--- config.mk ---
export PLATFORM = sky130hd
export DESIGN_NAME = sequential_or
export DESIGN_NICKNAME = d
export VERILOG_FILES = /design/src/rtl/sequential_or_pkg.sv /design/src/rtl/or_fold_stage.sv /design/src/rtl/sequential_or.sv
export SDC_FILE = /design/constraint.sdc
export NUM_CORES = 1
export LEC_CHECK = 0
export BUFFER_PORTS_ARGS = -buffer_cell sky130_fd_sc_hd__buf_4
export CAP_MARGIN = 0
export CORE_ASPECT_RATIO = 1.1
export CORE_MARGIN = 2
export CORE_UTILIZATION = 49
export CTS_CLUSTER_DIAMETER = 60
export DETAILED_ROUTE_END_ITERATION = 12
export GPL_TIMING_DRIVEN = 0
export PLACE_DENSITY_LB_ADDON = 0.25
export RECOVER_POWER = 25
export SLEW_MARGIN = 20
export SYNTH_ARGS = -nofsm -noshare
export SYNTH_HDL_FRONTEND = slang
export SYNTH_SLANG_ARGS = --single-unit
--- constraint.sdc ---
create_clock -name clk -period 1.5 [get_ports clk]
set_input_delay 0.3 -clock clk [delete_from_list [all_inputs] [get_ports clk]]
set_output_delay 0.3 -clock clk [all_outputs]
set_load 0.01 [all_outputs]
--- src/rtl/sequential_or_pkg.sv ---
// Shared state encoding and sizing helpers for the sequential OR reducer.
package sequential_or_pkg;

  typedef enum logic [1:0] {
    IDLE = 2'd0,
    FOLD = 2'd1,
    DONE = 2'd2
  } state_e;

  function automatic int step_w(int s);
    return (s > 0) ? s : 1;
  endfunction

endpackage

--- src/rtl/or_fold_stage.sv ---
// One level of the OR tree: folds the upper live half onto the lower half.
module or_fold_stage
  import sequential_or_pkg::*;
#(
  parameter int W = 8
) (
  input  logic [W-1:0]                       fold_i,
  input  logic [step_w($clog2(W))-1:0]       step_i,
  output logic [W-1:0]                       fold_o
);

  localparam int S  = $clog2(W);
  localparam int SW = step_w(S);

  // Bits at and above the new half width stay zero.
  always_comb begin
    fold_o = '0;
    for (int k = 0; k < S; k++) begin
      if (step_i == SW'(k)) begin
        for (int i = 0; i < (W >> (k + 1)); i++) begin
          fold_o[i] = fold_i[i] | fold_i[i + (W >> (k + 1))];
        end
      end
    end
  end

endmodule

--- src/rtl/sequential_or.sv ---
// Handshaked OR of two operands, reduced to one flag a tree level per clock.
module sequential_or
  import sequential_or_pkg::*;
#(
  parameter int S = 3
) (
  input  logic                clk,
  input  logic                reset,
  input  logic                in_valid,
  output logic                in_ready,
  input  logic [(1<<S)-1:0]   in1,
  input  logic [(1<<S)-1:0]   in2,
  output logic                out_valid,
  input  logic                out_ready,
  output logic [(1<<S)-1:0]   vec_out,
  output logic                any_out,
  output logic                busy
);

  localparam int W  = 1 << S;
  localparam int SW = step_w(S);

  state_e         state_q;
  logic [W-1:0]   vec_q;
  logic [W-1:0]   fold_q;
  logic [W-1:0]   fold_d;
  logic [SW-1:0]  step_q;
  logic           any_q;
  logic           in_ready_q;
  logic           out_valid_q;
  logic           busy_q;
  logic [W-1:0]   or_in;

  assign or_in = in1 | in2;

  or_fold_stage #(.W(W)) u_fold (
    .fold_i (fold_q),
    .step_i (step_q),
    .fold_o (fold_d)
  );

  always_ff @(posedge clk) begin
    if (reset) begin
      state_q     <= IDLE;
      vec_q       <= '0;
      fold_q      <= '0;
      step_q      <= '0;
      any_q       <= 1'b0;
      in_ready_q  <= 1'b1;
      out_valid_q <= 1'b0;
      busy_q      <= 1'b0;
    end else begin
      unique case (state_q)
        IDLE: begin
          if (in_valid) begin
            vec_q      <= or_in;
            fold_q     <= or_in;
            step_q     <= '0;
            in_ready_q <= 1'b0;
            busy_q     <= 1'b1;
            if (S > 0) begin
              state_q <= FOLD;
            end else begin
              state_q     <= DONE;
              any_q       <= or_in[0];
              out_valid_q <= 1'b1;
            end
          end
        end
        FOLD: begin
          fold_q <= fold_d;
          step_q <= step_q + SW'(1);
          // On the last level fold_d[0] is fold[0] | fold[1].
          if (step_q == SW'(S - 1)) begin
            any_q       <= fold_d[0];
            state_q     <= DONE;
            out_valid_q <= 1'b1;
          end
        end
        DONE: begin
          if (out_ready) begin
            state_q     <= IDLE;
            out_valid_q <= 1'b0;
            in_ready_q  <= 1'b1;
            busy_q      <= 1'b0;
          end
        end
        default: begin
          state_q     <= IDLE;
          in_ready_q  <= 1'b1;
          out_valid_q <= 1'b0;
          busy_q      <= 1'b0;
        end
      endcase
    end
  end

  assign in_ready  = in_ready_q;
  assign out_valid = out_valid_q;
  assign vec_out   = vec_q;
  assign any_out   = any_q;
  assign busy      = busy_q;

endmodule

; Word-level counts from Yosys, hierarchy flattened
; Index checks and enable logic that the tools add are counted.
[classes]
add_sub_neg = 1
eq_ne = 7
muxes = 19
bitwise = 10
reduce_logical = 9
[op_table]
columns = operator, n
row1 = $pmux W8 S2, 1
row2 = $pmux W1 S3, 3
row3 = $reduce_and A3 Y1, 3
row4 = $mux W2, 4
row5 = $mux W8, 1
row6 = $or A8 B8 Y8, 1
row7 = $or A1 B1 Y1, 7
row8 = $mux W1, 6
row9 = $ne A2 B2 Y1 const B, 3
row10 = $pmux W2 S3, 1
row11 = $pmux W3 S2, 1
row12 = $reduce_and A2 Y1, 3
row13 = $mux W4, 1
row14 = $add A3 B1 Y3 const B, 1
row15 = $eq A3 B1 Y1 const B, 1
row16 = $eq A3 B2 Y1 const B, 1
row17 = $logic_not A3 Y1, 1
row18 = $mux W3, 1
row19 = $eq A2 B1 Y1 const B, 1
row20 = $eq A2 B2 Y1 const B, 1
row21 = $logic_not A2 Y1, 1
row22 = $not A1 Y1, 2
row23 = $reduce_bool A2 Y1, 1
[word_totals]
register_bits = 25
in_bits = 20
out_inout_bits = 12
elab_cells = 54

; Longest topological paths before layout
; Gate-level depths: netlist of run 1.
[depth]
ltp_word = 5
ltp_mapped = 5
depth_no_buf = 5

; Hierarchy
; Synthesis of run 1 repeated with hierarchy kept, for this count alone.
[hier_totals]
cells_unflattened = 124
hier_area_um2 = 1092.3
[modules_own_cells]
columns = mod, n_inst, cells_per_inst, area_per_inst_um2, seq_area_each_um2
row1 = sequential_or, 1, 109, 988.4, 500.5
row2 = or_fold_stage, 1, 15, 103.8, 0.0

; Worst setup path before layout of run 1
; Ideal clock, no wire load.
[synth_timing]
path_type = register to register
from = register state_q[1]
to = register fold_q[0]
setup_time_ps = 75
t_arrival_ps = 1222
required_time_ps = 1425
slack_ps = 203
path_stages_with_launch = 6
path_buffers = 2
period_less_slack_ps = 1297
path_cell_list = dfxtp_1 > buf_6 > or3b_1 > buf_6 > o211a_1 > o22ai_1
[synth_via]
elab_chain_len = 3
word_cells_on_any_way = 6
classes_between = eq/ne: 2 / mux: 1 / reduce/logical: 3
[synth_lines]
columns = element, line_no
row1 = "start, declared", sequential_or.sv:23  ; state_e state_q;
row2 = "start signal, assigned", sequential_or.sv:44  ; state_q <= IDLE;
row3 = "start signal, assigned", sequential_or.sv:62  ; state_q <= FOLD;
row4 = "start signal, assigned", sequential_or.sv:64  ; state_q <= DONE;
row5 = $eq A2 B1 Y1 or $logic_not A2 Y1 (tied branches), sequential_or.sv:53  ; unique case (state_q)
row6 = $reduce_bool A2 Y1 (no source line) or $ne A2 B2 Y1 (tied branches), n/a
row7 = $reduce_and A2 Y1 (no source line), n/a
row8 = "end signal, assigned", sequential_or.sv:57  ; fold_q <= or_in;
row9 = "end signal, assigned", sequential_or.sv:71  ; fold_q <= fold_d;
row10 = "end, declared", sequential_or.sv:25  ; logic [W-1:0] fold_q;
; Several ways; a longest one is shown, not always the timed one.
; A chain may end at the register's enable or synchronous reset.

; Worst setup path in the final report of run 1
[layout_timing]
from = register step_q[0]
to = register fold_q[1]
[layout_via]
elab_chain_len = 4
word_cells_on_any_way = 5
classes_between = eq/ne: 1 / mux: 3 / reduce/logical: 1
[layout_lines]
columns = element, line_no
row1 = "start, declared", sequential_or.sv:27  ; logic [SW-1:0] step_q;
row2 = "start signal, assigned", sequential_or.sv:72  ; step_q <= step_q + SW'(1);
row3 = $logic_not A3 Y1, or_fold_stage.sv:19  ; if (step_i == SW'(k)) begin
row4 = $mux W4, or_fold_stage.sv:19
row5 = $mux W2 *, or_fold_stage.sv:19
row6 = $pmux W8 S2 *, sequential_or.sv:53
; Mark *: on every way between the ends. The rest lies on a longest branch, timed or not.

==> flow_metrics.env, run 1 <==
export IMPL_status="completed"
export IMPL_critPathSlowestCell="dfxtp_1"
export IMPL_grt_pass1_wl_mm=4.17
export IMPL_fillers=188
export IMPL_vias=999
export IMPL_synth_seq_cells=25
export IMPL_grt_antenna_before_repair=0
export IMPL_synth_async_reset_ratio_pct=0
export IMPL_io_buffers=30
export IMPL_synthesis_area_um2=1090
export IMPL_grt_ovfl_total=0
export IMPL_pwr_share_clk_pct=23.2
export IMPL_cap_violations=0
export IMPL_synth_area_per_cell_um2=8.82
export IMPL_drcViolationCount=0
export IMPL_fin_skew_ns=0.00798
export IMPL_slew_headroom_pct=68.4
export IMPL_combPwrFrac_pct=19.4
export IMPL_chipWidth_um=49.0
export IMPL_fin_crit_sh_pct=95.4
export IMPL_layout_nets=182
export IMPL_min_path_type="in2reg"
export IMPL_p_leak_nw=0.560
export IMPL_drtIter0Drc=38
export IMPL_root_buffer="clkbuf_4"
export IMPL_yosys_warnings=0
export IMPL_vdd_drop_max_mv=0.649
export IMPL_hold_buffers=0
export IMPL_fmax_mhz=699
export IMPL_max_stage_delay_ns=0.35
export IMPL_required_ns=1.71
export IMPL_end_kind="register"
export IMPL_whs_endpoint="state_q[1]$_SDFFE_PP0P_"
export IMPL_r2r_cells=5
export IMPL_crit_fanout=3
export IMPL_start_util_pct=53.0
export IMPL_worstSetupStartpointType="register"
export IMPL_worstPathArrival_ns=1.64
export IMPL_fp_dieH_um=53.5
export IMPL_rrSetupSlack_ns=0.07
export IMPL_fin_crit_ns=1.43
export IMPL_cpLargestDelayFamily="compound AO/OA/AOI/OAI gates"
export IMPL_slew_viol_final=0
export IMPL_postCtsSetupRepairBufs=0
export IMPL_switching_share_pct=27.1
export IMPL_cts_inserted_buffers=3
export IMPL_hp_start="out_ready"
export IMPL_criticalPathCategory="reg2reg"
export IMPL_hold_violations=0
export IMPL_rr_endpoint="fold_q[1]$_SDFFE_PP0P_"
export IMPL_cts_tree="built"
export IMPL_gp_congestion=0.796
export IMPL_layout_drive_gt1_share_pct=27.4
export IMPL_drtAntennaViolNets=0
export IMPL_regToRegStartpoint="step_q[0]$_SDFFE_PP0P_"
export IMPL_seqPwrFrac_pct=57.4
export IMPL_synth_ff_type="dfxtp_1"
export IMPL_area_growth_pct=26.2
export IMPL_utilization_pct=66.9
export IMPL_ys_seq_area_share_pct=45.8
export IMPL_power_density_nw_per_um2=929
export IMPL_crit_chain="inv_1 -> ha_1 -> nor3b_2 -> a221oi_1 -> o41ai_1"
export IMPL_postSynthCellCount=124
export IMPL_crit_buf_inv=1
export IMPL_clkTransAtPathRegs_ns=0.14
export IMPL_wire_per_inst_um=13.3
export IMPL_synth_nets=148
export IMPL_clock_path_buffers=2
export IMPL_min_path_cells=4
export IMPL_grt_max_degree=16
export IMPL_tns_ns=0
export IMPL_synth_cell_type_count=36
export IMPL_h_tree_depth=1
export IMPL_dr_pass1_iters=4
export IMPL_via_per_inst=5.40
export IMPL_post_dp_hpwl_mm=1.83
export IMPL_power_mw=1.28
export IMPL_diodes=0
export IMPL_grt_pass1_vias=980
export IMPL_dieArea_um2=2630
export IMPL_ctsResizeCount=2
export IMPL_ioPinCount=32
export IMPL_synth_edf_count=0
export IMPL_worstMarginPinSlew_ns=0.474
export IMPL_p_int_uw=934
export IMPL_clock_sinks=25
export IMPL_routed_wl_mm=2.47
export IMPL_clock_latency_ns=0.31
export IMPL_setup_viol=0
export IMPL_rows=17
export IMPL_coreArea_um2=2060
export IMPL_p_sw_uw=348
export IMPL_grt_total_usage_pct=21.1
export IMPL_rsz0062_at_grt="true"
## synth_stat cells (2+ instances only)
library cell	instances	area [um2]
a211oi_1	2	15.0
a21oi_1	15	75.1
a221oi_1	2	17.5
a31oi_1	2	12.5
buf_2	2	10.0
buf_6	2	22.5
clkbuf_1	3	11.3
dfxtp_1	25	500
ha_1	4	50.1
inv_1	2	7.51
nand2_1	14	52.6
nand2b_1	2	12.5
nand3_1	2	10.0
nand3b_1	2	15.0
nor2_1	8	30.0
nor2b_1	3	18.8
nor3_1	2	10.0
nor3b_1	2	15.0
o21ai_0	9	45.0
or2_2	5	31.3
## through the flow
stage | instance area [um2] | worst slack [ns] | std cells | hold WS [ns]
2_1_floorplan | 1090 | 0.203 | 124 | 0.431
3_3_place_gp | 1350 | 0.0884 | 182 | 0.445
3_5_place_dp | 1350 | 0.0172 | 182 | 0.449
4_1_cts | 1390 | 0.0328 | 186 | 0.239
5_1_grt | 1380 | -0.0264 | 185 | 0.242
6_report | 1380 | 0.0688 | 185 | 0.240
## sequential cells by signal (all words and copies together), names as in the netlist
name and cells:
any_out 1, busy 1, fold_q 8, in_ready 1, out_valid 1, state_q 2, step_q 3, vec_out 8
## how the worst max path moves through the flow
stage	slack, ns	to	cells after the start	startpoint
floorplan	0.20	fold_q[0]$_SDFFE_PP0P_	5	state_q[1]$_SDFFE_PP0P_
global placement	0.09	fold_q[3]$_SDFFE_PP0P_	5	state_q[0]$_SDFFE_PP0P_
detailed placement	0.02	fold_q[1]$_SDFFE_PP0P_	5	step_q[0]$_SDFFE_PP0P_
CTS	0.03	any_out$_SDFFE_PP0P_	5	state_q[0]$_SDFFE_PP0P_
global route	-0.03	fold_q[1]$_SDFFE_PP0P_	5	step_q[0]$_SDFFE_PP0P_
finish	0.07	fold_q[1]$_SDFFE_PP0P_	5	step_q[0]$_SDFFE_PP0P_
## power by group through the flow
stage / registers [mW] / logic (mW) / clock network (mW)
after floorplan: 0.755 / 0.134 / 0
after global placement: 0.747 / 0.239 / 0
after detailed placement: 0.750 / 0.247 / 0
after CTS: 0.736 / 0.250 / 0.311
after global routing: 0.744 / 0.276 / 0.348
final: 0.736 / 0.249 / 0.298
## cell usage in the layout (no fill, tap or decap), drive strengths merged
cell type / n
buf: 26
dfxtp: 25
a21oi: 15
nand2: 14
clkbuf: 14
o21ai: 9
nor2: 8
or2: 5
ha: 4
nor2b: 3
inv: 2
nor3b: 2
nand3: 2
a31oi: 2
nand2b: 2
nand3b: 2
a211oi: 2
nor3: 2
a221oi: 2
or3b: 2
o21bai: 1
and2b: 1
and3b: 1
o41ai: 1
o211a: 1
nor4b: 1
or3: 1
o22ai: 1
a22oi: 1
mux2i: 1
a311oi: 1
a21o: 1
xor2: 1
clkinvlp: 1
## cell families after synthesis
family	share of synthesized area, %
adders and majority gates	4.58
AOI/OAI and AO/OA	20.6
DFF	45.8
xor gates and xnor gates	0.801
buffers and inverters	5.03
muxes	0.915
and+or+nand+nor	22.3
## worst reg2reg max path: stages (launching register included)
cell,delay (ns)
dfxtp_1,0.35
inv_1,0.12
ha_1,0.21
nor3b_2,0.23
a221oi_1,0.11
o41ai_1,0.31
## layout make-up
type	count	area, um2	share of cell area (%)
multi-input cells	89	563	40.8
well taps	28	35.0	2.54
plain buffers	7	50.0	3.63
inverters	2	7.51	0.544
repair buffers	30	191	13.9
clock inverters	1	7.51	0.544
flip-flops and latches	25	503	36.4
clock buffers	3	22.5	1.63
## routing by layer
layer  wire (um)  up-vias  GRT usage [%]
met5           0        -              0
li1            -      501              -
met4          38        0           8.57
met3         142        4           4.17
met2        1230       37           41.1
met1        1050      457           22.8
No activity file was read; power rests on OpenSTA's default activity.
==> run 2: changes to the inputs <==
CORE_UTILIZATION = 45   (was 49)
clock period = 1.2 ns   (was 1.5 ns; I/O delays follow)
==> flow_metrics.env, run 2 (same netlist as run 1, synthesis figures left out) <==
export IMPL_final_cells=197
export IMPL_clock_path_buffers=2
export IMPL_cap_violations=0
export IMPL_fmax_mhz=792
export IMPL_grt_total_usage_pct=20.8
export IMPL_grt_antenna_before_repair=0
export IMPL_fin_ws_ns=-0.0625
export IMPL_worstPathArrival_ns=1.52
export IMPL_dr_pass1_iters=4
export IMPL_layout_drive_gt1_share_pct=50.9
export IMPL_coreArea_um2=2270
export IMPL_min_path_type="in2reg"
export IMPL_vias=1112
export IMPL_diodes=0
export IMPL_utilization_pct=74.8
export IMPL_clkTransAtPathRegs_ns=0.14
export IMPL_hp_start="out_ready"
export IMPL_h_tree_depth=1
export IMPL_wire_per_inst_um=16.1
export IMPL_area_growth_pct=55.5
export IMPL_setup_viol=14
export IMPL_rsz0062_at_grt="true"
export IMPL_via_per_inst=5.64
export IMPL_layout_nets=192
export IMPL_io_buffers=30
export IMPL_hold_violations=0
export IMPL_power_mw=1.77
export IMPL_max_stage_delay_ns=0.41
export IMPL_post_place_cells=184
export IMPL_end_kind="register"
export IMPL_root_buffer="clkbuf_4"
export IMPL_slew_viol_final=0
export IMPL_clock_latency_ns=0.33
export IMPL_layout_commonest_cell="buf_4"
export IMPL_status="finished, violations left"
export IMPL_routed_wl_mm=3.17
export IMPL_criticalPathCategory="reg2reg"
export IMPL_crit_buf_inv=1
export IMPL_grt_max_degree=16
export IMPL_grt_pass1_vias=1033
export IMPL_fin_skew_ns=0.00867
export IMPL_r2r_cells=5
export IMPL_layout_common_cells="32 x buf_4, 20 x dfxtp_1, 13 x nand2_1"
export IMPL_crit_chain="inv_4 -> ha_4 -> nor4b_4 -> or3_1 -> o22ai_1"
export IMPL_critPathSlowestCell="dfxtp_4"
export IMPL_ioPinCount=32
export IMPL_start_util_pct=48.1
export IMPL_violations="setup timing"
export IMPL_rows=18
export IMPL_tns_ns=-0.323
export IMPL_fp_dieH_um=55.7
export IMPL_cts_inserted_buffers=3
export IMPL_worstSetupStartpointType="register"
export IMPL_cpLargestDelayFamily="simple AND/OR/NAND/NOR gates"
export IMPL_whs_endpoint="state_q[1]$_SDFFE_PP0P_"
export IMPL_grt_ovfl_total=0
export IMPL_rr_endpoint="fold_q[0]$_SDFFE_PP0P_"
export IMPL_crit_fanout=3
export IMPL_grt_pass1_wl_mm=4.54
export IMPL_worstMarginPinSlew_ns=0.619
export IMPL_clock_sinks=25
export IMPL_fillers=170
export IMPL_p_leak_nw=0.670
export IMPL_vdd_drop_max_mv=1.06
export IMPL_min_path_cells=4
export IMPL_chipWidth_um=51
export IMPL_fin_crit_ns=1.26
export IMPL_gp_congestion=0.875
export IMPL_pre_cts_ws_ns=-0.180
export IMPL_power_density_nw_per_um2=1040
export IMPL_drtIter0Drc=13
export IMPL_cts_tree="built"
export IMPL_required_ns=1.46
export IMPL_post_dp_hpwl_mm=1.82
export IMPL_slew_headroom_pct=58.7
export IMPL_drtAntennaViolNets=0
export IMPL_regToRegStartpoint="step_q[0]$_SDFFE_PP0P_"
export IMPL_hold_buffers=0
export IMPL_fin_crit_sh_pct=105
export IMPL_rrSetupSlack_ns=-0.06
export IMPL_drcViolationCount=0
export IMPL_dieArea_um2=2840
[run 2: cell count changes in the layout (fill, tap and decap cells not counted), moves of 3 or more]
cell      delta
a21oi_1      -6
a21oi_2      +6
buf_4       +11
buf_6        +3
clkbuf_1     -5
dfxtp_1      -3
dfxtp_4      +4
ha_1         -3
ha_4         +3
o21ai_0      -9
o21ai_1      +4
o21ai_4      +3
[run 2: per-layer routing]
metal | vias to the layer above | GRT usage [%] | wire [um]
met3 | 4 | 3.49 | 139
li1 | 526 | - | -
met5 | - | 0 | 0
met2 | 33 | 35.4 | 1620
met1 | 549 | 25.7 | 1370
met4 | 0 | 8.11 | 42
[run 2: area by class of cell]
type / instances / area, um2 / area share [%]
clock inverter: 1 / 7.51 / 0.442
tap: 30 / 37.5 / 2.21
multi-input combinational: 89 / 729 / 42.9
buffer: 5 / 37.5 / 2.21
timing repair buffer: 42 / 337 / 19.8
clock buffer: 3 / 22.5 / 1.32
sequential: 25 / 517 / 30.4
inverter: 2 / 12.5 / 0.736
[run 2: worst reg2reg max path, cell delays in order (launching register included)]
cell	delay, ns
dfxtp_4	0.41
inv_4	0.05
ha_4	0.15
nor4b_4	0.13
or3_1	0.32
o22ai_1	0.14
[run 2: worst max path at each step]
stage / end / startpoint / depth (start not counted) / slack, ns
floorplan: fold_q[0]$_SDFFE_PP0P_ / state_q[1]$_SDFFE_PP0P_ / 5 / -0.1
global placement: fold_q[3]$_SDFFE_PP0P_ / state_q[0]$_SDFFE_PP0P_ / 5 / -0.16
detailed placement: any_out$_SDFFE_PP0P_ / state_q[0]$_SDFFE_PP0P_ / 5 / -0.18
CTS: fold_q[0]$_SDFFE_PP0P_ / state_q[1]$_SDFFE_PP0P_ / 4 / -0.07
global route: fold_q[4]$_SDFFE_PP0P_ / state_q[1]$_SDFFE_PP0P_ / 5 / -0.10
finish: fold_q[0]$_SDFFE_PP0P_ / step_q[0]$_SDFFE_PP0P_ / 5 / -0.06
[run 2: power breakdown]
group          internal [mW]  total, mW  switching (mW)
Clock                  0.128      0.396           0.268
Sequential             0.882      0.927          0.0447
Combinational          0.241      0.451           0.211
Total                   1.25       1.77           0.523
[run 2: timing repair]
item | in CTS | in global routing
pin swaps | 5 | 14
buffers inserted | 6 | 4
gates resized for setup | 30 | 39
endpoints found under the setup margin | 24 | 18
gates cloned | 1 | 1
[run 2: through the flow]
step | area [um2] | hold WS [ns]
after global routing | 1700 | 0.161
after global placement | 1360 | 0.445
after floorplan | 1100 | 0.411
after CTS | 1550 | 0.160
final | 1700 | 0.164
after detailed placement | 1360 | 0.448
==> run 3: changes to the inputs <==
CORE_UTILIZATION = 50   (was 45)
TNS_END_PERCENT = 5   (was not set)
clock period = 1.55 ns   (was 1.2 ns; I/O delays follow)
==> flow_metrics.env, run 3 (same netlist as run 1, synthesis figures left out) <==
export IMPL_post_place_cells=182
export IMPL_fin_crit_ns=1.43
export IMPL_setup_viol=0
export IMPL_layout_nets=183
export IMPL_drtAntennaViolNets=0
export IMPL_vdd_drop_max_mv=0.628
export IMPL_p_sw_uw=323
export IMPL_worstPathArrival_ns=1.65
export IMPL_clock_latency_ns=0.31
export IMPL_slew_viol_final=0
export IMPL_io_buffers=30
export IMPL_grt_pass1_vias=899
export IMPL_area_growth_pct=23.9
export IMPL_clock_sinks=25
export IMPL_met1_usage_pct=22.1
export IMPL_worstMarginPinSlew_ns=0.449
export IMPL_grtUsageMet3_pct=3.95
export IMPL_layout_commonest_cell="dfxtp_1"
export IMPL_worstSetupStartpointType="register"
export IMPL_gp_congestion=0.809
export IMPL_place_area_um2=1350
export IMPL_h_tree_depth=1
export IMPL_p_int_uw=900
export IMPL_post_dp_hpwl_mm=1.77
export IMPL_drtIter0Drc=6
export IMPL_status="completed"
export IMPL_hold_violations=0
export IMPL_fin_crit_sh_pct=92.1
export IMPL_drcViolationCount=0
export IMPL_clock_path_buffers=2
export IMPL_final_cells=186
export IMPL_cap_violations=0
export IMPL_layout_common_cells="25 x dfxtp_1, 22 x buf_4, 15 x a21oi_1"
export IMPL_rsz0062_at_grt="false"
export IMPL_pwr_share_clk_pct=23.4
export IMPL_ioPinCount=32
export IMPL_via_per_inst=5.31
export IMPL_use_met2_pct=36.8
export IMPL_power_mw=1.22
export IMPL_layout_drive_gt1_share_pct=23.4
export IMPL_switching_share_pct=26.4
export IMPL_grt_total_usage_pct=19.3
export IMPL_dieArea_um2=2580
export IMPL_min_path_type="in2reg"
export IMPL_dr_pass1_iters=3
export IMPL_slew_headroom_pct=70.1
export IMPL_combPwrFrac_pct=18.3
export IMPL_root_buffer="clkbuf_4"
export IMPL_tns_ns=0
export IMPL_power_density_nw_per_um2=902
export IMPL_wire_per_inst_um=12.5
export IMPL_grt_ovfl_total=0
export IMPL_fin_skew_ns=0.00188
export IMPL_grt_antenna_before_repair=0
export IMPL_end_kind="register"
export IMPL_start_util_pct=53.6
export IMPL_coreArea_um2=2040
export IMPL_clkTransAtPathRegs_ns=0.13
export IMPL_fmax_mhz=700
export IMPL_criticalPathCategory="reg2reg"
export IMPL_routed_wl_mm=2.32
export IMPL_fp_dieH_um=53.1
export IMPL_cts_inserted_buffers=3
export IMPL_vias=987
export IMPL_rows=17
export IMPL_stdcell_area_um2=1360
export IMPL_busiest_layer="met2"
export IMPL_grt_pass1_wl_mm=3.82
export IMPL_r2r_cells=5
export IMPL_p_leak_nw=0.558
export IMPL_chipWidth_um=48.6
export IMPL_grt_max_degree=14
export IMPL_hold_buffers=0
export IMPL_cts_tree="built"
export IMPL_min_path_cells=4
export IMPL_required_ns=1.78
export IMPL_seqPwrFrac_pct=58.3
export IMPL_crit_fanout=10
export IMPL_diodes=0
-- run 3: critical path, stage by stage (launching register included) --
cell      delay [ns]
dfxtp_1         0.36
buf_2           0.22
and2b_1         0.14
clkbuf_1        0.26
a21oi_1         0.11
a311oi_1        0.25
-- run 3: final timing paths --
path	start	end	slack (ns)
max	state_q[0]$_SDFFE_PP0P_	any_out$_SDFFE_PP0P_	0.12
min	out_ready	state_q[1]$_SDFFE_PP0P_	0.25
max reg2reg	state_q[0]$_SDFFE_PP0P_	any_out$_SDFFE_PP0P_	0.12
min reg2reg	vec_out[3]$_SDFFE_PP0P_	vec_out[3]$_SDFFE_PP0P_	0.46
-- run 3: area by class of cell --
class	instances	area [um2]
Sequential cell	25	500
Inverter	2	7.51
Fill cell	201	687
Buffer	8	47.5
Clock buffer	4	26.3
Multi-Input combinational cell	89	543
Tap cell	28	35.0
Timing Repair Buffer	30	195
-- run 3: stage by stage --
step	hold slack, ns	worst slack (ns)	utilization (%)
floorplan	0.431	0.253	-
global placement	0.445	0.177	66.3
detailed placement	0.449	0.128	66.3
CTS	0.244	0.0927	67.6
global route	0.252	0.00533	66.4
finish	0.252	0.122	66.4
-- run 3: timing repair --
action / in CTS / in global routing
setup buffers: 0 / 0
setup endpoints to repair: 0 / 1
gates resized for setup: 0 / 1
-- run 3: routing by layer --
metal	part of all wire, %	wire [um]	vias up
met5	0	0	-
met4	0.60	14	0
met3	4.1	96	2
met2	52	1200	24
met1	44	1010	455
li1	-	-	506
-- run 3: power groups by stage --
stage               combinational [mW]  clock, mW  sequential [mW]
floorplan                        0.130          0            0.730
global placement                 0.230          0            0.725
detailed placement               0.235          0            0.726
CTS                              0.236      0.292            0.712
global route                     0.253      0.314            0.717
finish                           0.224      0.286            0.713
